$ cat src/rtl/cavlc_enc_seq_if.sv
// CAVLC encoder sequencer bus.
// Carries the block-descriptor input handshake (in_*), the header fields of
// the active block (hdr_*), the per-element stream (elem_*), the output
// handshake towards the bitstream stage (out_valid/out_ready) and the sticky
// count-clip flag (cnt_err).
//   master : the side that produces descriptors and consumes the results
//   slave  : the sequencer itself
interface cavlc_enc_seq_if #(
  parameter int MAX_COEFF = 16,
  parameter int LVL_W     = 8,
  parameter int RB_W      = 5,
  parameter int CW        = 5
);
  logic                       in_valid;
  logic                       in_ready;
  logic [1:0]                 in_nc_mode;
  logic [9:0]                 in_topleft_x;
  logic [9:0]                 in_topleft_y;
  logic [1:0]                 in_t1_cnt;
  logic [2:0]                 in_t1_flag;
  logic [CW-1:0]              in_total_coeff;
  logic [CW-1:0]              in_total_zero;
  logic [CW-1:0]              in_level_cnt;
  logic [CW-1:0]              in_run_cnt;
  logic [MAX_COEFF*LVL_W-1:0] in_level_list;
  logic [MAX_COEFF*RB_W-1:0]  in_run_list;

  logic [1:0]                 hdr_nc_mode;
  logic [9:0]                 hdr_topleft_x;
  logic [9:0]                 hdr_topleft_y;
  logic [1:0]                 hdr_t1_cnt;
  logic [2:0]                 hdr_t1_flag;
  logic [CW-1:0]              hdr_total_coeff;
  logic [CW-1:0]              hdr_total_zero;
  logic [CW-1:0]              hdr_level_cnt;
  logic [CW-1:0]              hdr_run_cnt;

  logic                       elem_valid;
  logic [CW-1:0]              elem_idx;
  logic [LVL_W-1:0]           elem_level;
  logic                       elem_level_vld;
  logic [RB_W-1:0]            elem_run;
  logic                       elem_run_vld;
  logic                       elem_last;

  logic                       out_valid;
  logic                       out_ready;
  logic                       cnt_err;

  modport master (
    output in_valid, in_nc_mode, in_topleft_x, in_topleft_y, in_t1_cnt, in_t1_flag,
           in_total_coeff, in_total_zero, in_level_cnt, in_run_cnt, in_level_list, in_run_list,
           out_ready,
    input  in_ready,
           hdr_nc_mode, hdr_topleft_x, hdr_topleft_y, hdr_t1_cnt, hdr_t1_flag,
           hdr_total_coeff, hdr_total_zero, hdr_level_cnt, hdr_run_cnt,
           elem_valid, elem_idx, elem_level, elem_level_vld, elem_run, elem_run_vld, elem_last,
           out_valid, cnt_err
  );

  modport slave (
    input  in_valid, in_nc_mode, in_topleft_x, in_topleft_y, in_t1_cnt, in_t1_flag,
           in_total_coeff, in_total_zero, in_level_cnt, in_run_cnt, in_level_list, in_run_list,
           out_ready,
    output in_ready,
           hdr_nc_mode, hdr_topleft_x, hdr_topleft_y, hdr_t1_cnt, hdr_t1_flag,
           hdr_total_coeff, hdr_total_zero, hdr_level_cnt, hdr_run_cnt,
           elem_valid, elem_idx, elem_level, elem_level_vld, elem_run, elem_run_vld, elem_last,
           out_valid, cnt_err
  );
endinterface

$ cat src/rtl/cavlc_enc_seq.sv
// CAVLC encoder sequencer.
// Buffers up to two block descriptors in a small FIFO, loads one at a time
// into the active registers, streams its level/run entries one element per
// cycle, then holds the block (out_valid) until the bitstream stage accepts it.
// Ports:
//   clk  - rising-edge clock
//   rst  - asynchronous active-high reset
//   bus  - cavlc_enc_seq_if.slave: descriptor input, header/element outputs,
//          output handshake and sticky cnt_err
module cavlc_enc_seq #(
  parameter int MAX_COEFF = 16,
  parameter int LVL_W     = 8,
  parameter int RB_W      = 5,
  parameter int CW        = 5
) (
  input logic            clk,
  input logic            rst,
  cavlc_enc_seq_if.slave bus
);

  typedef struct packed {
    logic [1:0]                       nc_mode;
    logic [9:0]                       x;
    logic [9:0]                       y;
    logic [1:0]                       t1_cnt;
    logic [2:0]                       t1_flag;
    logic [CW-1:0]                    total_coeff;
    logic [CW-1:0]                    total_zero;
    logic [CW-1:0]                    level_cnt;
    logic [CW-1:0]                    run_cnt;
    logic [MAX_COEFF-1:0][LVL_W-1:0]  level_list;
    logic [MAX_COEFF-1:0][RB_W-1:0]   run_list;
  } desc_t;

  typedef enum logic [1:0] {S_IDLE, S_LOAD, S_ENC, S_WAITBIS} state_t;

  function automatic logic [CW-1:0] clip_cnt(input logic [CW-1:0] c, input logic [CW-1:0] lim);
    return (c > lim) ? lim : c;
  endfunction

  function automatic logic [CW-1:0] max_cnt(input logic [CW-1:0] a, input logic [CW-1:0] b);
    return (a > b) ? a : b;
  endfunction

  state_t        state, state_nxt;
  desc_t         push_d, head, act;
  desc_t         fifo_mem [2];
  logic          wr_ptr, rd_ptr;
  logic [1:0]    fifo_cnt;
  logic          full, empty, push, pop;
  logic          chroma, clip_hit, cnt_err;
  logic [CW-1:0] lim, head_n, act_n, idx;
  logic          enc, load_en, wait_bis, idx_last;
  logic [LVL_W-1:0] lvl_sel;
  logic [RB_W-1:0]  run_sel;

  // Push side: clip counts and, for chroma DC, drop entries beyond index 3
  always_comb begin
    chroma   = (bus.in_nc_mode == 2'd1);
    lim      = chroma ? CW'(4) : CW'(MAX_COEFF);
    clip_hit = (bus.in_total_coeff > lim) || (bus.in_total_zero > lim) ||
               (bus.in_level_cnt > lim) || (bus.in_run_cnt > lim);
    push_d.nc_mode     = bus.in_nc_mode;
    push_d.x           = bus.in_topleft_x;
    push_d.y           = bus.in_topleft_y;
    push_d.t1_cnt      = bus.in_t1_cnt;
    push_d.t1_flag     = bus.in_t1_flag;
    push_d.total_coeff = clip_cnt(bus.in_total_coeff, lim);
    push_d.total_zero  = clip_cnt(bus.in_total_zero, lim);
    push_d.level_cnt   = clip_cnt(bus.in_level_cnt, lim);
    push_d.run_cnt     = clip_cnt(bus.in_run_cnt, lim);
    for (int i = 0; i < MAX_COEFF; i++) begin
      push_d.level_list[i] = (chroma && i >= 4) ? '0 : bus.in_level_list[i*LVL_W +: LVL_W];
      push_d.run_list[i]   = (chroma && i >= 4) ? '0 : bus.in_run_list[i*RB_W +: RB_W];
    end
  end

  assign full   = (fifo_cnt == 2'd2);
  assign empty  = (fifo_cnt == 2'd0);
  assign push   = bus.in_valid && bus.in_ready;
  assign pop    = load_en;
  assign head   = fifo_mem[rd_ptr];
  assign head_n = max_cnt(head.level_cnt, head.run_cnt);

  // FIFO control
  always_ff @(posedge clk or posedge rst) begin
    if (rst) begin
      wr_ptr   <= 1'b0;
      rd_ptr   <= 1'b0;
      fifo_cnt <= 2'd0;
      cnt_err  <= 1'b0;
    end else begin
      if (push) wr_ptr <= ~wr_ptr;
      if (pop)  rd_ptr <= ~rd_ptr;
      case ({push, pop})
        2'b10:   fifo_cnt <= fifo_cnt + 2'd1;
        2'b01:   fifo_cnt <= fifo_cnt - 2'd1;
        default: fifo_cnt <= fifo_cnt;
      endcase
      if (push && clip_hit) cnt_err <= 1'b1;
    end
  end

  // FIFO storage
  always_ff @(posedge clk) begin
    if (push) fifo_mem[wr_ptr] <= push_d;
  end

  // Active block registers; cleared on reset so every output reads 0
  always_ff @(posedge clk or posedge rst) begin
    if (rst) begin
      act   <= '0;
      act_n <= '0;
      idx   <= '0;
    end else if (load_en) begin
      act   <= head;
      act_n <= head_n;
      idx   <= '0;
    end else if (enc) begin
      idx   <= idx + CW'(1);
    end
  end

  // FSM state register
  always_ff @(posedge clk or posedge rst) begin
    if (rst) state <= S_IDLE;
    else     state <= state_nxt;
  end

  assign idx_last = (idx == act_n - CW'(1));

  // FSM next state
  always_comb begin
    state_nxt = state;
    case (state)
      S_IDLE:    if (!empty) state_nxt = S_LOAD;
      S_LOAD:    state_nxt = (head_n != '0) ? S_ENC : S_WAITBIS;
      S_ENC:     if (idx_last) state_nxt = S_WAITBIS;
      S_WAITBIS: if (bus.out_ready) state_nxt = empty ? S_IDLE : S_LOAD;
      default:   state_nxt = S_IDLE;
    endcase
  end

  // FSM outputs
  always_comb begin
    load_en  = (state == S_LOAD);
    enc      = (state == S_ENC);
    wait_bis = (state == S_WAITBIS);
  end

  always_comb begin
    lvl_sel = '0;
    run_sel = '0;
    for (int i = 0; i < MAX_COEFF; i++) begin
      if (CW'(i) == idx) begin
        lvl_sel = act.level_list[i];
        run_sel = act.run_list[i];
      end
    end
  end

  assign bus.in_ready       = !full && !rst;
  assign bus.out_valid      = wait_bis;
  assign bus.cnt_err        = cnt_err;
  assign bus.elem_valid     = enc;
  assign bus.elem_idx       = enc ? idx : '0;
  assign bus.elem_last      = enc && idx_last;
  assign bus.elem_level_vld = enc && (idx < act.level_cnt);
  assign bus.elem_run_vld   = enc && (idx < act.run_cnt);
  assign bus.elem_level     = bus.elem_level_vld ? lvl_sel : '0;
  assign bus.elem_run       = enc ? run_sel : '0;

  // During LOAD the head is shown directly so the header is stable from LOAD onward
  assign bus.hdr_nc_mode     = load_en ? head.nc_mode     : act.nc_mode;
  assign bus.hdr_topleft_x   = load_en ? head.x           : act.x;
  assign bus.hdr_topleft_y   = load_en ? head.y           : act.y;
  assign bus.hdr_t1_cnt      = load_en ? head.t1_cnt      : act.t1_cnt;
  assign bus.hdr_t1_flag     = load_en ? head.t1_flag     : act.t1_flag;
  assign bus.hdr_total_coeff = load_en ? head.total_coeff : act.total_coeff;
  assign bus.hdr_total_zero  = load_en ? head.total_zero  : act.total_zero;
  assign bus.hdr_level_cnt   = load_en ? head.level_cnt   : act.level_cnt;
  assign bus.hdr_run_cnt     = load_en ? head.run_cnt     : act.run_cnt;

endmodule

$ cat src/flat_wrapper.sv
// flat-port wrapper written by rule: the top's interface ports become plain ports
module cavlc_enc_seq_flat 
#(
  parameter int MAX_COEFF = 16,
  parameter int LVL_W     = 8,
  parameter int RB_W      = 5,
  parameter int CW        = 5
)
  (clk, rst, bus_in_valid, bus_in_nc_mode, bus_in_topleft_x, bus_in_topleft_y, bus_in_t1_cnt, bus_in_t1_flag, bus_in_total_coeff, bus_in_total_zero, bus_in_level_cnt, bus_in_run_cnt, bus_in_level_list, bus_in_run_list, bus_out_ready, bus_in_ready, bus_hdr_nc_mode, bus_hdr_topleft_x, bus_hdr_topleft_y, bus_hdr_t1_cnt, bus_hdr_t1_flag, bus_hdr_total_coeff, bus_hdr_total_zero, bus_hdr_level_cnt, bus_hdr_run_cnt, bus_elem_valid, bus_elem_idx, bus_elem_level, bus_elem_level_vld, bus_elem_run, bus_elem_run_vld, bus_elem_last, bus_out_valid, bus_cnt_err);
  cavlc_enc_seq_if #(.MAX_COEFF(MAX_COEFF), .LVL_W(LVL_W), .RB_W(RB_W), .CW(CW)) bus_i ();
  input logic clk;
  input logic rst;
  input wire logic [$bits(bus_i.in_valid)-1:0] bus_in_valid;
  input wire logic [$bits(bus_i.in_nc_mode)-1:0] bus_in_nc_mode;
  input wire logic [$bits(bus_i.in_topleft_x)-1:0] bus_in_topleft_x;
  input wire logic [$bits(bus_i.in_topleft_y)-1:0] bus_in_topleft_y;
  input wire logic [$bits(bus_i.in_t1_cnt)-1:0] bus_in_t1_cnt;
  input wire logic [$bits(bus_i.in_t1_flag)-1:0] bus_in_t1_flag;
  input wire logic [$bits(bus_i.in_total_coeff)-1:0] bus_in_total_coeff;
  input wire logic [$bits(bus_i.in_total_zero)-1:0] bus_in_total_zero;
  input wire logic [$bits(bus_i.in_level_cnt)-1:0] bus_in_level_cnt;
  input wire logic [$bits(bus_i.in_run_cnt)-1:0] bus_in_run_cnt;
  input wire logic [$bits(bus_i.in_level_list)-1:0] bus_in_level_list;
  input wire logic [$bits(bus_i.in_run_list)-1:0] bus_in_run_list;
  input wire logic [$bits(bus_i.out_ready)-1:0] bus_out_ready;
  output wire logic [$bits(bus_i.in_ready)-1:0] bus_in_ready;
  output wire logic [$bits(bus_i.hdr_nc_mode)-1:0] bus_hdr_nc_mode;
  output wire logic [$bits(bus_i.hdr_topleft_x)-1:0] bus_hdr_topleft_x;
  output wire logic [$bits(bus_i.hdr_topleft_y)-1:0] bus_hdr_topleft_y;
  output wire logic [$bits(bus_i.hdr_t1_cnt)-1:0] bus_hdr_t1_cnt;
  output wire logic [$bits(bus_i.hdr_t1_flag)-1:0] bus_hdr_t1_flag;
  output wire logic [$bits(bus_i.hdr_total_coeff)-1:0] bus_hdr_total_coeff;
  output wire logic [$bits(bus_i.hdr_total_zero)-1:0] bus_hdr_total_zero;
  output wire logic [$bits(bus_i.hdr_level_cnt)-1:0] bus_hdr_level_cnt;
  output wire logic [$bits(bus_i.hdr_run_cnt)-1:0] bus_hdr_run_cnt;
  output wire logic [$bits(bus_i.elem_valid)-1:0] bus_elem_valid;
  output wire logic [$bits(bus_i.elem_idx)-1:0] bus_elem_idx;
  output wire logic [$bits(bus_i.elem_level)-1:0] bus_elem_level;
  output wire logic [$bits(bus_i.elem_level_vld)-1:0] bus_elem_level_vld;
  output wire logic [$bits(bus_i.elem_run)-1:0] bus_elem_run;
  output wire logic [$bits(bus_i.elem_run_vld)-1:0] bus_elem_run_vld;
  output wire logic [$bits(bus_i.elem_last)-1:0] bus_elem_last;
  output wire logic [$bits(bus_i.out_valid)-1:0] bus_out_valid;
  output wire logic [$bits(bus_i.cnt_err)-1:0] bus_cnt_err;
  assign bus_i.in_valid = bus_in_valid;
  assign bus_i.in_nc_mode = bus_in_nc_mode;
  assign bus_i.in_topleft_x = bus_in_topleft_x;
  assign bus_i.in_topleft_y = bus_in_topleft_y;
  assign bus_i.in_t1_cnt = bus_in_t1_cnt;
  assign bus_i.in_t1_flag = bus_in_t1_flag;
  assign bus_i.in_total_coeff = bus_in_total_coeff;
  assign bus_i.in_total_zero = bus_in_total_zero;
  assign bus_i.in_level_cnt = bus_in_level_cnt;
  assign bus_i.in_run_cnt = bus_in_run_cnt;
  assign bus_i.in_level_list = bus_in_level_list;
  assign bus_i.in_run_list = bus_in_run_list;
  assign bus_i.out_ready = bus_out_ready;
  assign bus_in_ready = bus_i.in_ready;
  assign bus_hdr_nc_mode = bus_i.hdr_nc_mode;
  assign bus_hdr_topleft_x = bus_i.hdr_topleft_x;
  assign bus_hdr_topleft_y = bus_i.hdr_topleft_y;
  assign bus_hdr_t1_cnt = bus_i.hdr_t1_cnt;
  assign bus_hdr_t1_flag = bus_i.hdr_t1_flag;
  assign bus_hdr_total_coeff = bus_i.hdr_total_coeff;
  assign bus_hdr_total_zero = bus_i.hdr_total_zero;
  assign bus_hdr_level_cnt = bus_i.hdr_level_cnt;
  assign bus_hdr_run_cnt = bus_i.hdr_run_cnt;
  assign bus_elem_valid = bus_i.elem_valid;
  assign bus_elem_idx = bus_i.elem_idx;
  assign bus_elem_level = bus_i.elem_level;
  assign bus_elem_level_vld = bus_i.elem_level_vld;
  assign bus_elem_run = bus_i.elem_run;
  assign bus_elem_run_vld = bus_i.elem_run_vld;
  assign bus_elem_last = bus_i.elem_last;
  assign bus_out_valid = bus_i.out_valid;
  assign bus_cnt_err = bus_i.cnt_err;
  cavlc_enc_seq #(.MAX_COEFF(MAX_COEFF), .LVL_W(LVL_W), .RB_W(RB_W), .CW(CW)) u_core (.clk(clk), .rst(rst), .bus(bus_i));
endmodule
$ cat config.mk
export PLATFORM = sky130hd
export DESIGN_NAME = cavlc_enc_seq_flat
export DESIGN_NICKNAME = d
export VERILOG_FILES = /design/src/rtl/cavlc_enc_seq_if.sv /design/src/rtl/cavlc_enc_seq.sv /design/src/flat_wrapper.sv
export SDC_FILE = /design/constraint.sdc
export NUM_CORES = 1
export LEC_CHECK = 0
export CORE_MARGIN = 2
export CORE_UTILIZATION = 57
export DETAILED_ROUTE_END_ITERATION = 10
export GPL_ROUTABILITY_DRIVEN = 0
export PLACE_DENSITY = 0.8
export SYNTH_ARGS = -nofsm -noshare
export SYNTH_HDL_FRONTEND = slang
export SYNTH_SLANG_ARGS = --single-unit
export TNS_END_PERCENT = 10
$ cat constraint.sdc
create_clock -name clk -period 16.22 [get_ports clk]
set_input_delay 1.622 -clock clk [delete_from_list [all_inputs] [get_ports clk]]
set_output_delay 1.622 -clock clk [all_outputs]
set_load 0.005 [all_outputs]
Word-level counts from Yosys, hierarchy flattened
Memory sizes are Yosys's and may differ from the RTL's.
Cells that the tools add are included.
Widths: inputs -> output; s select.
{ "classes": {"bitwise_logic": 2, "order_cmp": 7, "n_eq_ne": 26, "n_reduce_logical": 18, "muxes": 85, "addsub": 4} }
{ "op_table": {"columns": ["op", "n"], "rows": [
  ["$mux 8", 29],
  ["$mux 5", 42],
  ["$eq 4x5->1 const A", 8],
  ["$gt 5x5->1", 5],
  ["$eq 3x5->1 const A", 4],
  ["$mux 10", 2],
  ["$eq 2x5->1 const A", 2],
  ["$lt 5x5->1", 2],
  ["$mux 2", 5],
  ["$eq 2x2->1 const B", 4],
  ["$pmux 2 s4", 1],
  ["$eq 2x1->1 const B", 3],
  ["$logic_and 1x1->1", 6],
  ["$ne 2x2->1 const B", 3],
  ["$add 5x1->5 const B", 1],
  ["$eq 1x5->1 const A", 1],
  ["$eq 5x5->1", 1],
  ["$logic_not 5->1", 1],
  ["$reduce_bool 5->1", 1],
  ["$sub 5x1->5 const B", 1],
  ["$logic_not 2->1", 2],
  ["$mux 1", 4],
  ["$pmux 2 s2", 1],
  ["$reduce_bool 2->1", 2],
  ["7 further kinds", 11]
]} }
{ "totals": {"memories": 1, "output_inout_bits": 72, "mem_bits_rw": 510, "ff_bits": 272} }
{ "mem_list": {"columns": ["memory", "words", "width", "rd", "rd_ports_with_merged_regs", "write_ports", "line_no", "rtl"], "rows": [
  ["u_core.fifo_mem", 2, 255, 1, 0, 1, "cavlc_enc_seq.sv:47", "desc_t fifo_mem [2];"]
]} }

Logic depth before layout (Yosys ltp)
{ "logic_depth": {"depth_word": 18, "depth_mapped": 11, "depth_no_buf": 10} }

Worst setup path after synthesis
OpenSTA, ideal clock, no wires.
{ "synth_timing": {"path_type": "in2reg", "from": "input port rst", "to": "memory u_core.fifo_mem[0][0] (netlist name) (enable)", "setup_ns": 0.876, "cell_stages": 3, "arrival_ns": 12.554, "required_ns": 15.344, "setup_slack_ns": 2.789, "path_buffers": 0, "path_cell_list": "a21oi_1 > nand2_1 > nor2_1"} }
{ "synth_between": {"elab_chain_len": 5} }
{ "synth_lines": {"columns": ["element", "line_no", "rtl"], "rows": [
  ["start, declared", "flat_wrapper.sv:12", "input logic rst;"],
  ["$logic_not 1->1 (no line)", null, null],
  ["$logic_and 1x1->1", "cavlc_enc_seq.sv:162", "assign bus.in_ready = !full && !rst;"],
  ["$logic_and 1x1->1", "cavlc_enc_seq.sv:80", "assign push = bus.in_valid && bus.in_ready;"],
  ["$mux 1", "cavlc_enc_seq.sv:106", "if (push) fifo_mem[wr_ptr] <= push_d;"],
  ["$mux 1 (not written as such)", "cavlc_enc_seq.sv:106", null],
  ["end, declared", "cavlc_enc_seq.sv:47", null]
]} }
No other way between the ends.

Final worst setup path
{ "layout_timing": {"from": "register u_core.idx[3]", "to": "output port bus_elem_level[6]"} }
{ "layout_between": {"elab_chain_len": 18, "elab_cells_between_ends": 35, "classes_between": "1 x order compare; 15 x eq/ne; 17 x mux; 2 x reduce/logical"} }
{ "layout_lines": {"columns": ["element", "line_no", "rtl"], "rows": [
  ["start, declared", "cavlc_enc_seq.sv:52", "logic [CW-1:0] lim, head_n, act_n, idx;"],
  ["start signal, assigned", "cavlc_enc_seq.sv:120", "idx <= idx + CW'(1);"],
  ["$logic_not 5->1", "cavlc_enc_seq.sv:155", "if (CW'(i) == idx) begin"],
  ["$mux 8 (16 in a row)", "cavlc_enc_seq.sv:155", null],
  ["$mux 8 *", "cavlc_enc_seq.sv:170", "assign bus.elem_level = bus.elem_level_vld ? lvl_sel : '0;"],
  ["end, declared", "flat_wrapper.sv:38", "output wire logic [$bits(bus_i.elem_level)-1:0] bus_elem_level;"]
]} }
Mark *: on every way between the ends. The rest lies on a longest branch, timed or not.

==> results_dict.tcl <==
set metrics [dict create \
    antenna_found_initial 5 \
    ctsHoldBuffers 0 \
    whs_ps 471.5 \
    fillCellCount 3775 \
    hold_path_end "u_core.bus.cnt_err" \
    wl_um 80140 \
    worst_slew_pin_slew_ps 1182 \
    crit_arrival_ps 4770 \
    synth_area_um2 32190 \
    placed_area_um2 36030 \
    status "finished clean" \
    synth-edff-count 510 \
    grt_pass1_wl_um 121500 \
    async_flop_share 0.3478 \
    grt_usage 0.2709 \
    clock_skew_ps 20.57 \
    ys_ff_latch 782 \
    postCtsSetupRepairBufs 0 \
    num_vias 20920 \
    drt_pass1_iterations 9 \
    clk_latency_ps 630 \
    synth.avg_cell_area_um2 13.39 \
    end_kind "output pin" \
    die-area_um2 58390 \
    hold_violations 0 \
    synth.distinct_cells 78 \
    max_cap_viol_count 0 \
    r2r_slack_ps 11510 \
    drc 0 \
    timing.final.crit_period_ps 6391 \
    syn_inst 2405 \
    post_cts_resized 0 \
    cts_sinks 782 \
    start_util 0.5742 \
    leakage_nw 14.69 \
    clock-root-buffer "clkbuf_16" \
    final_area_um2 38580 \
    hold_path_depth 1 \
    min_from "u_core.bus.cnt_err" \
    grt_pass1_vias 20690 \
    fin_setup_tns_ps 0 \
    die-width_um 241.7 \
    portBuffers 330 \
    yosysSeqAreaShare 0.6872 \
    drive_gt1_frac 0.06243 \
    start_kind "flip-flop" \
    rsz0062_at_grt "false" \
    place.detailed.hpwl_um 54160 \
    clk_pin_slew_ps 60 \
    cts.htree.levels 3 \
    fp-row-count 87 \
    post_drt_via_cell_ratio 5.949 \
    syn_nets 2697 \
    vdd_drop_max_uv 190.5 \
    dieHeight_um 241.7 \
    initialDrtViolationCount 2461 \
    timing.rr.start "u_core.rd_ptr" \
    core_area_um2 56060 \
    cts_buffers 77 \
    required_ps 14600 \
    drt-wirelength-per-cell_um 22.79 \
    relSlewSlack 0.2102 \
    drtAntennaViolNets 0 \
    globalRoute.totalOverflow 0 \
    tritoncts "yes" \
    post-route-period-util 0.3940 \
    r2r_end "u_core.state[0]" \
    cp_max_fo 29 \
    setup_viol 0 \
    fmax_mhz 156.5 \
    drv_slew 0 \
    grt_start_max_net_pins 243 \
    syn_to_final_growth_pct 19.86 \
    synth_ff_type "edfxtp_1" \
    p_per_area_nw_per_um2 189.5 \
    ys_warn_count 0 \
    hp-class "reg2reg" \
    clock_path_buffers 3 \
    r2r_cells 10 \
    io_pins 331 \
    critPathKind "reg2out" \
    layout.nets 2982 \
]
[cell type report]
cell class / count / area, um^2 / area share
Sequential cell: 782 / 22130 / 0.5734
Inverter: 49 / 191.4 / 0.004961
Clock inverter: 36 / 327.8 / 0.008496
Timing Repair Buffer: 351 / 3498 / 0.09067
Multi-Input combinational cell: 1429 / 9266 / 0.2402
Antenna cell: 5 / 12.51 / 0.0003243
Tap cell: 756 / 945.9 / 0.02452
Clock buffer: 108 / 2217 / 0.05746
[logic make-up after synthesis]
| kind of cell | count (synthesis) | share of synthesized area |
|---|---|---|
| AOI/OAI and AO/OA | 495 | 0.09180 |
| xor gates and xnor gates | 13 | 0.003537 |
| adders and majority gates | 33 | 0.01283 |
| buffers and inverters | 194 | 0.02600 |
| DFF | 782 | 0.6872 |
| muxes | 270 | 0.08426 |
| and+or+nand+nor | 618 | 0.09441 |
[metrics by stage]
| stage | setup slack (ps) | util | power [mW] | std cells |
|---|---|---|---|---|
| 3_3_place_gp | 10710 | 0.6427 | 5.403 | 3367 |
| 4_1_cts | 10010 | 0.6880 | 7.280 | 3511 |
| 2_1_floorplan | 2789 | - | 4.594 | 2405 |
| 5_1_grt | 9642 | 0.6883 | 7.636 | 3516 |
| 6_report | 9829 | 0.6883 | 7.313 | 3516 |
| 3_5_place_dp | 10580 | 0.6427 | 5.489 | 3367 |
[registers in the layout (all words and copies together), names as in the netlist]
register            cells
u_core.state            2
u_core.fifo_mem       510
u_core.fifo_cnt         2
u_core.bus.cnt_err      1
u_core.rd_ptr           1
u_core.act            255
u_core.act_n            5
u_core.idx              5
u_core.wr_ptr           1
[metal layers]
metal | wire [um] | vias to the layer above | global-route usage
met2 | 39420 | 1054 | 0.4452
met4 | 2755 | 0 | 0.1000
met1 | 30860 | 10300 | 0.3614
li1 | - | 9367 | -
met3 | 7100 | 199 | 0.05339
met5 | 0 | - | 0
[cell usage in the layout, fill, tap and decap left out, types with 12 or more instances in the layout]
cell and instances:
clkinv_2 12, and3_1 12, nor2_1 301, nand3_1 15, ha_1 32, a21oi_1 318
nor2b_1 12, clkbuf_16 80, a221oi_1 12, o22ai_1 25, clkbuf_1 17, mux2i_1 262
dfrtp_1 271, and2_1 169, edfxtp_1 510, nand2_1 45, nor3_1 12, buf_4 18
inv_1 46, o21ai_0 32, o221ai_1 16, clkdlybuf4s50_1 330
[where the power goes]
group / internal [mW] / switching [mW]
registers: 2.67 / 0.372
clock network: 1.04 / 0.738
logic: 1.01 / 1.49
total: 4.72 / 2.60
[how the worst max path moves through the flow]
stage,from,to,slack (ps),cells past startpoint
global placement,rst,u_core.fifo_mem[0][146],10710,6
CTS,u_core.idx[3],bus_elem_level[6],10010,9
global route,u_core.idx[3],bus_elem_level[6],9640,9
floorplan,rst,u_core.fifo_mem[0][0],2790,3
finish,u_core.idx[3],bus_elem_level[6],9830,9
detailed placement,rst,u_core.fifo_mem[0][35],10580,6
[cells in the mapped netlist (all sizes together) (3+ instances only)]
library cell,n,area share
xnor2,9,0.0024
and3,13,0.0025
o32ai,6,0.0019
a21o,6,0.0014
a221o,7,0.0022
clkbuf,91,0.011
or2,3,0.00058
a22o,6,0.0016
a221oi,15,0.0047
nand4,6,0.0012
o21a,4,0.00093
nand2b,12,0.0023
o21bai,3,0.00070
o22ai,25,0.0049
nand3,15,0.0023
nor2b,12,0.0023
xor2,4,0.0011
mux2i,262,0.081
buf,54,0.0096
edfxtp,510,0.48
o211ai,5,0.0012
a21oi,318,0.049
nor3,13,0.0022
nor2,306,0.036
a311o,3,0.00093
a22oi,7,0.0016
nand2,45,0.0052
ha,33,0.013
o21ai,35,0.0054
and2,170,0.033
a31oi,6,0.0012
o221ai,17,0.0048
a211oi,10,0.0028
o211a,3,0.00093
dfrtp,272,0.21
mux2,8,0.0028
nand3b,4,0.00093
inv,48,0.0056
nand4bb,4,0.0014
nor3b,6,0.0017
a21boi,3,0.00070
or3b,3,0.00089
[critical path, stage by stage, from the launching register on]
cell             delay (ps)
dfrtp_1                 960
nand2_1                 310
nor2_1                  190
ha_1                    700
inv_1                   420
nand4_1                 180
a221o_1                 130
a31oi_1                  50
nor3_1                  560
clkdlybuf4s50_1         630
No activity file was read; power rests on OpenSTA's default activity.
